$ cat config.mk
export PLATFORM = sky130hd
export DESIGN_NAME = opll_bus_sequencer
export DESIGN_NICKNAME = d
export VERILOG_FILES = /design/src/rtl/opll_bus_sequencer.sv
export SDC_FILE = /design/constraint.sdc
export NUM_CORES = 1
export LEC_CHECK = 0
export ABC_AREA = 1
export CORE_MARGIN = 2
export CORE_UTILIZATION = 42
export CTS_CLUSTER_DIAMETER = 100
export CTS_CLUSTER_SIZE = 30
export DETAILED_ROUTE_END_ITERATION = 10
export SYNTH_ARGS = -nofsm -noshare
export SYNTH_HDL_FRONTEND = slang
export SYNTH_SLANG_ARGS = --single-unit
$ cat constraint.sdc
create_clock -name clk -period 2.8 [get_ports clk]
set_clock_uncertainty 0.2 [all_clocks]
set_input_delay 0.28 -clock clk [delete_from_list [all_inputs] [get_ports clk]]
set_output_delay 0.28 -clock clk [all_outputs]
set_load 0.005 [all_outputs]
$ cat src/rtl/opll_bus_sequencer.sv
// opll_bus_sequencer: queues whole OPLL register writes and replays each one
// as an address phase and a data phase on the CS_n/WR_n/A0/D bus. Each phase
// is followed by the OPLL post-write wait time.
module opll_bus_sequencer #(
    parameter int FIFO_DEPTH  = 4,
    parameter int NUM_CHIPS   = 1,
    parameter int CHIP_W      = 1,
    parameter int WR_PULSE    = 4,
    parameter int ADDR_WAIT   = 12,
    parameter int DATA_WAIT   = 84,
    parameter int SKIP_REPEAT = 0
) (
    input  logic                          clk,
    input  logic                          rst_n,
    input  logic                          i_valid,
    output logic                          o_ready,
    input  logic [CHIP_W-1:0]             i_chip,
    input  logic [7:0]                    i_reg,
    input  logic [7:0]                    i_data,
    output logic [NUM_CHIPS-1:0]          o_cs_n,
    output logic                          o_wr_n,
    output logic                          o_a0,
    output logic [7:0]                    o_d,
    output logic                          o_busy,
    output logic [$clog2(FIFO_DEPTH):0]   o_level
);

    localparam int PTR_W     = $clog2(FIFO_DEPTH);
    localparam int LVL_W     = PTR_W + 1;
    localparam int MAX_T     = (WR_PULSE > ADDR_WAIT) ?
                               ((WR_PULSE > DATA_WAIT) ? WR_PULSE : DATA_WAIT) :
                               ((ADDR_WAIT > DATA_WAIT) ? ADDR_WAIT : DATA_WAIT);
    localparam int CNT_W     = $clog2(MAX_T) + 1;
    localparam int CHIP_SPAN = 1 << CHIP_W;

    localparam logic [CNT_W-1:0] PULSE_LD = CNT_W'(WR_PULSE - 1);
    localparam logic [CNT_W-1:0] AWAIT_LD = CNT_W'(ADDR_WAIT - 1);
    localparam logic [CNT_W-1:0] DWAIT_LD = CNT_W'(DATA_WAIT - 1);
    localparam logic [CNT_W-1:0] CNT_ZERO = {CNT_W{1'b0}};
    localparam logic [CNT_W-1:0] CNT_ONE  = CNT_W'(1);
    localparam logic [LVL_W-1:0] LVL_FULL = LVL_W'(FIFO_DEPTH);
    localparam logic [LVL_W-1:0] LVL_ZERO = {LVL_W{1'b0}};
    localparam logic [LVL_W-1:0] LVL_ONE  = LVL_W'(1);
    localparam logic [PTR_W-1:0] PTR_ONE  = PTR_W'(1);

    typedef enum logic [2:0] {
        IDLE   = 3'd0,
        APULSE = 3'd1,
        AWAIT  = 3'd2,
        DPULSE = 3'd3,
        DWAIT  = 3'd4
    } state_t;

    // Chip indices at or above NUM_CHIPS are consumed without touching any CS_n.
    function automatic logic chip_in_range(input logic [CHIP_W-1:0] chip);
        return (32'(chip) < NUM_CHIPS);
    endfunction

    state_t             state_r, state_next_s;
    logic [CNT_W-1:0]   cnt_r, cnt_next_s;
    logic               pop_s, push_s, skip_s;

    logic [CHIP_W+15:0] fifo_mem_r [FIFO_DEPTH];
    logic [PTR_W-1:0]   wr_ptr_r, rd_ptr_r;
    logic [LVL_W-1:0]   level_r;
    logic [CHIP_W-1:0]  head_chip_s;
    logic [7:0]         head_reg_s, head_data_s;

    logic [CHIP_W-1:0]  cur_chip_r;
    logic [7:0]         cur_reg_r, cur_data_r;
    logic [7:0]         last_reg_r [CHIP_SPAN];
    logic [CHIP_SPAN-1:0] last_vld_r;
    logic [NUM_CHIPS-1:0] cs_sel_s;

    // A pop frees no room this cycle because ready comes from the registered level.
    assign push_s  = i_valid && (level_r != LVL_FULL);
    assign o_ready = (level_r != LVL_FULL);
    assign o_level = level_r;
    assign {head_chip_s, head_reg_s, head_data_s} = fifo_mem_r[rd_ptr_r];

    // Decide whether the head entry can skip its address phase.
    always_comb begin
        skip_s = 1'b0;
        if ((SKIP_REPEAT != 0) && chip_in_range(head_chip_s) &&
            last_vld_r[head_chip_s] && (last_reg_r[head_chip_s] == head_reg_s)) begin
            skip_s = 1'b1;
        end else begin
            skip_s = 1'b0;
        end
    end

    // Active-low select pattern for the latched chip (all high when out of range).
    always_comb begin
        cs_sel_s = {NUM_CHIPS{1'b1}};
        for (int i = 0; i < NUM_CHIPS; i++) begin
            if (32'(cur_chip_r) == i) begin
                cs_sel_s[i] = 1'b0;
            end else begin
                cs_sel_s[i] = 1'b1;
            end
        end
    end

    // Next-state logic; one down-counter times every state.
    always_comb begin
        state_next_s = state_r;
        cnt_next_s   = cnt_r;
        pop_s        = 1'b0;
        case (state_r)
            IDLE: begin
                if (level_r != LVL_ZERO) begin
                    pop_s        = 1'b1;
                    state_next_s = skip_s ? DPULSE : APULSE;
                    cnt_next_s   = PULSE_LD;
                end else begin
                    state_next_s = IDLE;
                end
            end
            APULSE: begin
                if (cnt_r == CNT_ZERO) begin
                    state_next_s = AWAIT;
                    cnt_next_s   = AWAIT_LD;
                end else begin
                    cnt_next_s   = cnt_r - CNT_ONE;
                end
            end
            AWAIT: begin
                if (cnt_r == CNT_ZERO) begin
                    state_next_s = DPULSE;
                    cnt_next_s   = PULSE_LD;
                end else begin
                    cnt_next_s   = cnt_r - CNT_ONE;
                end
            end
            DPULSE: begin
                if (cnt_r == CNT_ZERO) begin
                    state_next_s = DWAIT;
                    cnt_next_s   = DWAIT_LD;
                end else begin
                    cnt_next_s   = cnt_r - CNT_ONE;
                end
            end
            DWAIT: begin
                if (cnt_r != CNT_ZERO) begin
                    cnt_next_s   = cnt_r - CNT_ONE;
                end else if (level_r != LVL_ZERO) begin
                    // Chain straight into the next entry without an IDLE cycle.
                    pop_s        = 1'b1;
                    state_next_s = skip_s ? DPULSE : APULSE;
                    cnt_next_s   = PULSE_LD;
                end else begin
                    state_next_s = IDLE;
                end
            end
            default: begin
                state_next_s = IDLE;
                cnt_next_s   = CNT_ZERO;
            end
        endcase
    end

    // FSM state and phase counter registers.
    always_ff @(posedge clk or negedge rst_n) begin
        if (!rst_n) begin
            state_r <= IDLE;
            cnt_r   <= CNT_ZERO;
        end else begin
            state_r <= state_next_s;
            cnt_r   <= cnt_next_s;
        end
    end

    // FIFO storage; contents are invalidated by the pointer reset alone.
    always_ff @(posedge clk) begin
        if (push_s) begin
            fifo_mem_r[wr_ptr_r] <= {i_chip, i_reg, i_data};
        end
    end

    // FIFO pointers and occupancy counter.
    always_ff @(posedge clk or negedge rst_n) begin
        if (!rst_n) begin
            wr_ptr_r <= {PTR_W{1'b0}};
            rd_ptr_r <= {PTR_W{1'b0}};
            level_r  <= LVL_ZERO;
        end else begin
            if (push_s) wr_ptr_r <= wr_ptr_r + PTR_ONE;
            if (pop_s)  rd_ptr_r <= rd_ptr_r + PTR_ONE;
            case ({push_s, pop_s})
                2'b10:   level_r <= level_r + LVL_ONE;
                2'b01:   level_r <= level_r - LVL_ONE;
                default: level_r <= level_r;
            endcase
        end
    end

    // Latch the popped entry and remember the last register addressed per chip.
    always_ff @(posedge clk or negedge rst_n) begin
        if (!rst_n) begin
            cur_chip_r <= {CHIP_W{1'b0}};
            cur_reg_r  <= 8'h00;
            cur_data_r <= 8'h00;
            last_vld_r <= {CHIP_SPAN{1'b0}};
            for (int i = 0; i < CHIP_SPAN; i++) begin
                last_reg_r[i] <= 8'h00;
            end
        end else if (pop_s) begin
            cur_chip_r <= head_chip_s;
            cur_reg_r  <= head_reg_s;
            cur_data_r <= head_data_s;
            if (!skip_s && chip_in_range(head_chip_s)) begin
                last_reg_r[head_chip_s] <= head_reg_s;
                last_vld_r[head_chip_s] <= 1'b1;
            end
        end
    end

    // Registered bus outputs, driven one clock behind the FSM state.
    always_ff @(posedge clk or negedge rst_n) begin
        if (!rst_n) begin
            o_cs_n <= {NUM_CHIPS{1'b1}};
            o_wr_n <= 1'b1;
            o_a0   <= 1'b0;
            o_d    <= 8'h00;
            o_busy <= 1'b0;
        end else begin
            o_busy <= (state_r != IDLE) || (level_r != LVL_ZERO);
            case (state_r)
                APULSE: begin
                    o_cs_n <= cs_sel_s;
                    o_wr_n <= 1'b0;
                    o_a0   <= 1'b0;
                    o_d    <= cur_reg_r;
                end
                DPULSE: begin
                    o_cs_n <= cs_sel_s;
                    o_wr_n <= 1'b0;
                    o_a0   <= 1'b1;
                    o_d    <= cur_data_r;
                end
                default: begin
                    o_cs_n <= {NUM_CHIPS{1'b1}};
                    o_wr_n <= 1'b1;
                end
            endcase
        end
    end

endmodule

== Yosys cells after proc, flatten, opt, wreduce, memory -nomap -nowiden ==
Memories as Yosys holds them, arrays and structs flattened. A register that Yosys moved wholly into a read port is not among the register bits.
Index checks and enable logic that the tools add are counted.

* Bits in latches: 0
* Input bits: 20
* Memory bits (read-only): 0
* Memories kept: 1
* Logic and storage cells: 62
* Memory bits (writable): 68
* Register bits: 30

{| class="wikitable"
|+ Memories
! name !! depth !! width !! read ports !! clocked after Yosys merged registers in !! write ports !! RTL line !! source
|-
| fifo_mem_r || 4 || 17 || 1 || 1 || 1 || 63 || <nowiki>logic [CHIP_W+15:0] fifo_mem_r [FIFO_DEPTH];</nowiki>
|}

* Multiplexer cells: 23
* Reductions and logical operators: 12
* Divide/modulo/power cells: 0
* Shift-type cells: 0
* Multiply operators: 0
* Equal/unequal tests: 11
* Magnitude comparators: 0
* Bitwise operators: 0
* Add/subtract/negate cells: 5

{| class="wikitable"
|+ Operators by type and width
! operator !! number
|-
| $mux W8 || 5
|-
| $pmux W8 S5 || 1
|-
| $pmux W8 S2 || 1
|-
| $pmux W3 S5 || 1
|-
| $mux W3 || 4
|-
| $logic_not A8 Y1 || 1
|-
| $mux W1 || 8
|-
| $ne A2 B2 Y1 const B || 4
|-
| $reduce_bool A8 Y1 || 1
|-
| $sub A8 B1 Y8 const B || 1
|-
| $eq A3 B2 Y1 const B || 2
|-
| $pmux W3 S2 || 1
|-
| $reduce_bool A3 Y1 || 2
|-
| $add A2 B1 Y2 const B || 2
|-
| $pmux W1 S2 || 2
|-
| $reduce_and A4 Y1 || 1
|-
| $reduce_bool A2 Y1 || 2
|-
| $add A3 B1 Y3 const B || 1
|-
| $eq A3 B1 Y1 const B || 1
|-
| $eq A3 B3 Y1 const B || 1
|-
| $logic_not A3 Y1 || 1
|-
| $ne A3 B3 Y1 const B || 1
|-
| $sub A3 B1 Y3 const B || 1
|-
| $eq A2 B1 Y1 const B || 1
|-
| 5 further kinds || 5
|}

== Longest topological paths before layout ==
Gate-level depths: netlist of the first run.

* Word-level depth: 6
* Mapped depth: 15

== Worst setup path after synthesis of the first run ==
Ideal clock, no wire load.

* Kind: register -> register
* Start: register cnt_r[0]
* End: register level_r[2] (netlist: o_level[2])
* Cell stages (with the launch flop): 16
* Library setup time: 131 ps
* Arrival time: 2,119 ps
* Setup slack: 350 ps
* Cells stage by stage: dfrtp_1 > inv_1 > ha_1 > nand2_2 > nor2_4 > nand2_4 > nand2_4 > nand2_4 > inv_6 > buf_8 > ha_1 > inv_1 > fa_1 > a21oi_1 > o21ai_0 > xor2_1

* Word-level cells in the longest chain between the ends: 5

{| class="wikitable"
|+ RTL lines
! element !! RTL line !! source
|-
| start, declared || 60 || <nowiki>logic [CNT_W-1:0] cnt_r, cnt_next_s;</nowiki>
|-
| start signal, assigned || 169 || <nowiki>cnt_r <= cnt_next_s;</nowiki>
|-
| $reduce_bool A8 Y1 * || 144 || <nowiki>if (cnt_r != CNT_ZERO) begin</nowiki>
|-
| $mux W1 * || 144 ||
|-
| $pmux W1 S2 * || 109 || <nowiki>case (state_r)</nowiki>
|-
| net pop_s || 61 || <nowiki>logic pop_s, push_s, skip_s;</nowiki>
|-
| $eq A2 B1 Y1 / $eq A2 B2 Y1 (equally long branches) || 189 || <nowiki>case ({push_s, pop_s})</nowiki>
|-
| $pmux W3 S2 / $reduce_bool A2 Y1 (equally long branches) || -- ||
|-
| end signal, assigned || 190 || <nowiki>2'b10: level_r <= level_r + LVL_ONE;</nowiki>
|-
| end signal, assigned || 191 || <nowiki>2'b01: level_r <= level_r - LVL_ONE;</nowiki>
|-
| end signal, assigned || 192 || <nowiki>default: level_r <= level_r;</nowiki>
|-
| end, declared || 65 || <nowiki>logic [LVL_W-1:0] level_r;</nowiki>
|}

The timed path passes the listed nets; every way through them passes the cells marked *.
A chain may end at the register's enable or synchronous reset.

== Worst setup path after layout of the first run ==
* Start: register cnt_r[0]
* End: register level_r[2] (netlist: o_level[2])

* Word-level cells in the longest chain between the ends: 5

{| class="wikitable"
|+ RTL lines
! element !! RTL line
|-
| $reduce_bool A8 Y1 * || 144
|-
| $mux W1 * || 144
|-
| $pmux W1 S2 * || 109
|-
| $eq A2 B1 Y1 / $eq A2 B2 Y1 (equally long branches) || 189
|-
| $pmux W3 S2 / $reduce_bool A2 Y1 (equally long branches) || --
|}

Every way passes the cells marked *; elsewhere a longest branch is shown, timed or not.

==> results of run 1 <==
registers in the layout (all words and copies together) (netlist names), 2 cells and up:
signal and count:
o_level 3, state_r 3, cnt_r 8, cur_data_r 8, fifo_mem_r 68, rd_ptr_r 2, wr_ptr_r 2, o_d 8
cur_reg_r 8
metrics by stage:
stage               area [um2]  instances  power (mW)
floorplan                 4840        449        2.43
global placement          5330        621        2.66
detailed placement        5330        621        2.68
CTS                       5950        654        4.87
global route              5950        654        5.03
finish                    5950        654        4.81
worst max-delay path: cells and delay by family, from the launching register on:
kind	cells	cell delay, ns
flops	1	0.38
fa+ha+maj	3	0.68
simple gates	5	0.46
xor+xnor	1	0.15
buf+inv	3	0.23
compound gates	2	0.25
placed cells by master, fill, tap and decap left out, types with 2 or more instances in the layout:
| cell | netlist | layout |
|---|---|---|
| nand2_1 | 117 | 117 |
| edfxtp_1 | 68 | 68 |
| nor2_1 | 51 | 51 |
| dfrtp_1 | 45 | 45 |
| o21ai_0 | 40 | 40 |
| clkdlybuf4s50_1 | 0 | 34 |
| nand3_1 | 23 | 23 |
| inv_1 | 20 | 20 |
| o22ai_1 | 17 | 17 |
| clkbuf_16 | 0 | 17 |
| buf_4 | 2 | 9 |
| inv_2 | 8 | 8 |
| o21ai_1 | 8 | 8 |
| ha_1 | 7 | 7 |
| inv_6 | 1 | 6 |
| nand2_4 | 4 | 4 |
| a21oi_1 | 4 | 4 |
| xnor2_1 | 3 | 3 |
| nand2_2 | 3 | 3 |
| nor2_4 | 3 | 3 |
| bufinv_16 | 0 | 3 |
| clkinvlp_4 | 0 | 3 |
| nor2_2 | 2 | 2 |
| xor2_1 | 2 | 2 |
| clkinv_1 | 0 | 2 |
| dfstp_2 | 2 | 2 |
routing by layer:
metal  routed length [um]  vias to the layer above  share of wire, %  track usage [%]
met4                   78                        0              0.81             6.67
met1                 4310                     1564                45             21.8
met5                    0                        -                 0                0
li1                     -                     1616                 -                -
met2                 4840                       69                50             27.8
met3                  413                        6               4.3             4.87
where the power goes:
part | switching, mW | internal [mW] | total [mW]
registers | 0.0651 | 2.05 | 2.12
clock network | 0.771 | 1.40 | 2.17
logic | 0.331 | 0.189 | 0.519
total | 1.17 | 3.65 | 4.81
how the worst max path moves through the flow:
stage / slack [ns] / depth (start not counted) / to / from
finish: 0.32 / 14 / o_level[2] / cnt_r[0]
CTS: 0.32 / 14 / o_level[2] / cnt_r[0]
floorplan: 0.35 / 15 / o_level[2] / cnt_r[0]
global placement: 0.36 / 14 / o_level[2] / cnt_r[0]
detailed placement: 0.33 / 14 / o_level[2] / cnt_r[0]
global route: 0.12 / 14 / o_level[2] / cnt_r[0]
cells by family after synthesis:
logic type	count (synthesis)	synth area share, %
simple gates	208	18.4
flops	115	66.6
xor+xnor	5	0.905
fa+ha+maj	8	2.22
compound gates	69	7.58
buf+inv	44	4.32
final cells by class:
cell class | count | area [um2]
sequential | 115 | 3220
inverter | 29 | 114
clock buffer | 17 | 425
multi-input combinational | 290 | 1410
tap | 143 | 179
fill | 1021 | 5370
timing repair buffer | 45 | 423
clock inverter | 15 | 178
==> metrics.cfg, run 1 <==
[die]
dieArea_um2 = 12400
boundaryPins = 36
die_w_um = 111
start_util_pct = 42.7
core_area_um2 = 11300
rows = 39
die_h_um = 111

[sta]
fmax_ghz = 0.403
report.final.slew_viol_count = 0
finalHoldViolCount = 0
min_period_ns = 2.48
finalSetupViolCount = 0
fin_crit_sh_pct = 88.6
grt_setup_unrepaired = false
setup_tns_ns = 0
whs_ns = 0.193
relSlewSlack_pct = 61.2
tightest_slew_ns = 0.581
worst_slack_ns = 0.318

[worst_setup_path]
crit_top_cell = nand2_4
worstReg2RegEnd = o_level[2]
arrival_ns = 2.56
end_kind = flop
crit_type = flop to flop
r2r_slack_ns = 0.32
reg2reg_from = cnt_r[0]
crit_chain = inv_1, ha_1, nand2_2, nor2_4, nand2_4, nand2_4, nand2_4, inv_6, ha_1, inv_1, fa_1, a21oi_1, o21ai_0, xor2_1
start_kind = flop
cpPeakStageDelay_ns = 0.38
crit_fanout = 13
cpMaxStageDelayCell = dfrtp_1
reg2reg_depth = 14
worstPathRequired_ns = 2.88

[global_routing]
grt_pass1_vias = 3221
antenna_found_initial = 0
grt_max_degree = 37
grt-ovfl-total = 0
grt_first_pass_wirelength_mm = 16.4
track_usage_pct = 17.1

[clocking]
max-clock-path-buffers = 2
cts_max_level = 4
hold_buffers = 1
root_buffer = clkbuf_16
ctsResizeCount = 0
cts_setup_buffers = 0
insertion_delay_ns = 0.41
cts_buffers = 17
cts_num_sinks = 115
path_clk_slew_ns = 0.06
cts_tree = yes

[synthesis]
postSynthAreaPerCell_um2 = 10.8
synthMostInstantiatedCell = nand2_1
synth_cells = 449
yosys.area.top_type = edfxtp_1
yosys-top-cells-count = nand2_1 (117), edfxtp_1 (68), nor2_1 (51)
async_reset_ff_share_pct = 40.9
synth_seq_cells = 115
syn_area_um2 = 4840
synth_flop_cell = edfxtp_1
yosys-top-cells-area = edfxtp_1 (42%), dfrtp_1 (23%), nand2_1 (9.1%)
netlist-cell-type-count = 32
synth_top_area_share_pct = 42.2
synth_enable_flop_cells = 68
syn_nets = 477
synth_warnings = 0
ys_seq_area_share_pct = 66.6

[detailed_routing]
ant_nets = 0
drc = 0
post_drt_wl_per_cell_um = 14.8
wl_mm = 9.65
via_per_inst = 4.98
first_pass_iters = 4
via_count = 3255
first_iter_violations = 219

[layout]
n_antenna_cell = 0
fin_util_pct = 52.5
fin_nets = 526
layout-drive-gt1-share_pct = 12.7
synthToLayoutAreaGrowth_pct = 22.9

[power_and_ir_drop]
p_leak_nw = 2.41
vdd_drop_max_uv = 858
pwr_density_cell_nw_per_um2 = 809

[place]
hpwl_mm = 6.09
routabilityCongestion = 0.775
pre_cts_slack_ns = 0.325
numPortBuffers = 35

[flow_run]
cap_violations = 0

[min_path]
hold_class = input port to async pin

[run_status]
outcome = finished, final reports clean

No activity file was read; power rests on OpenSTA's default activity.
==> inputs of run 2 (changes only) <==
- CAP_MARGIN: unset -> 20
- GPL_ROUTABILITY_DRIVEN: unset -> 0
==> results of run 2 <==
Final layout, timing and power as in run 1 (identical DEF).
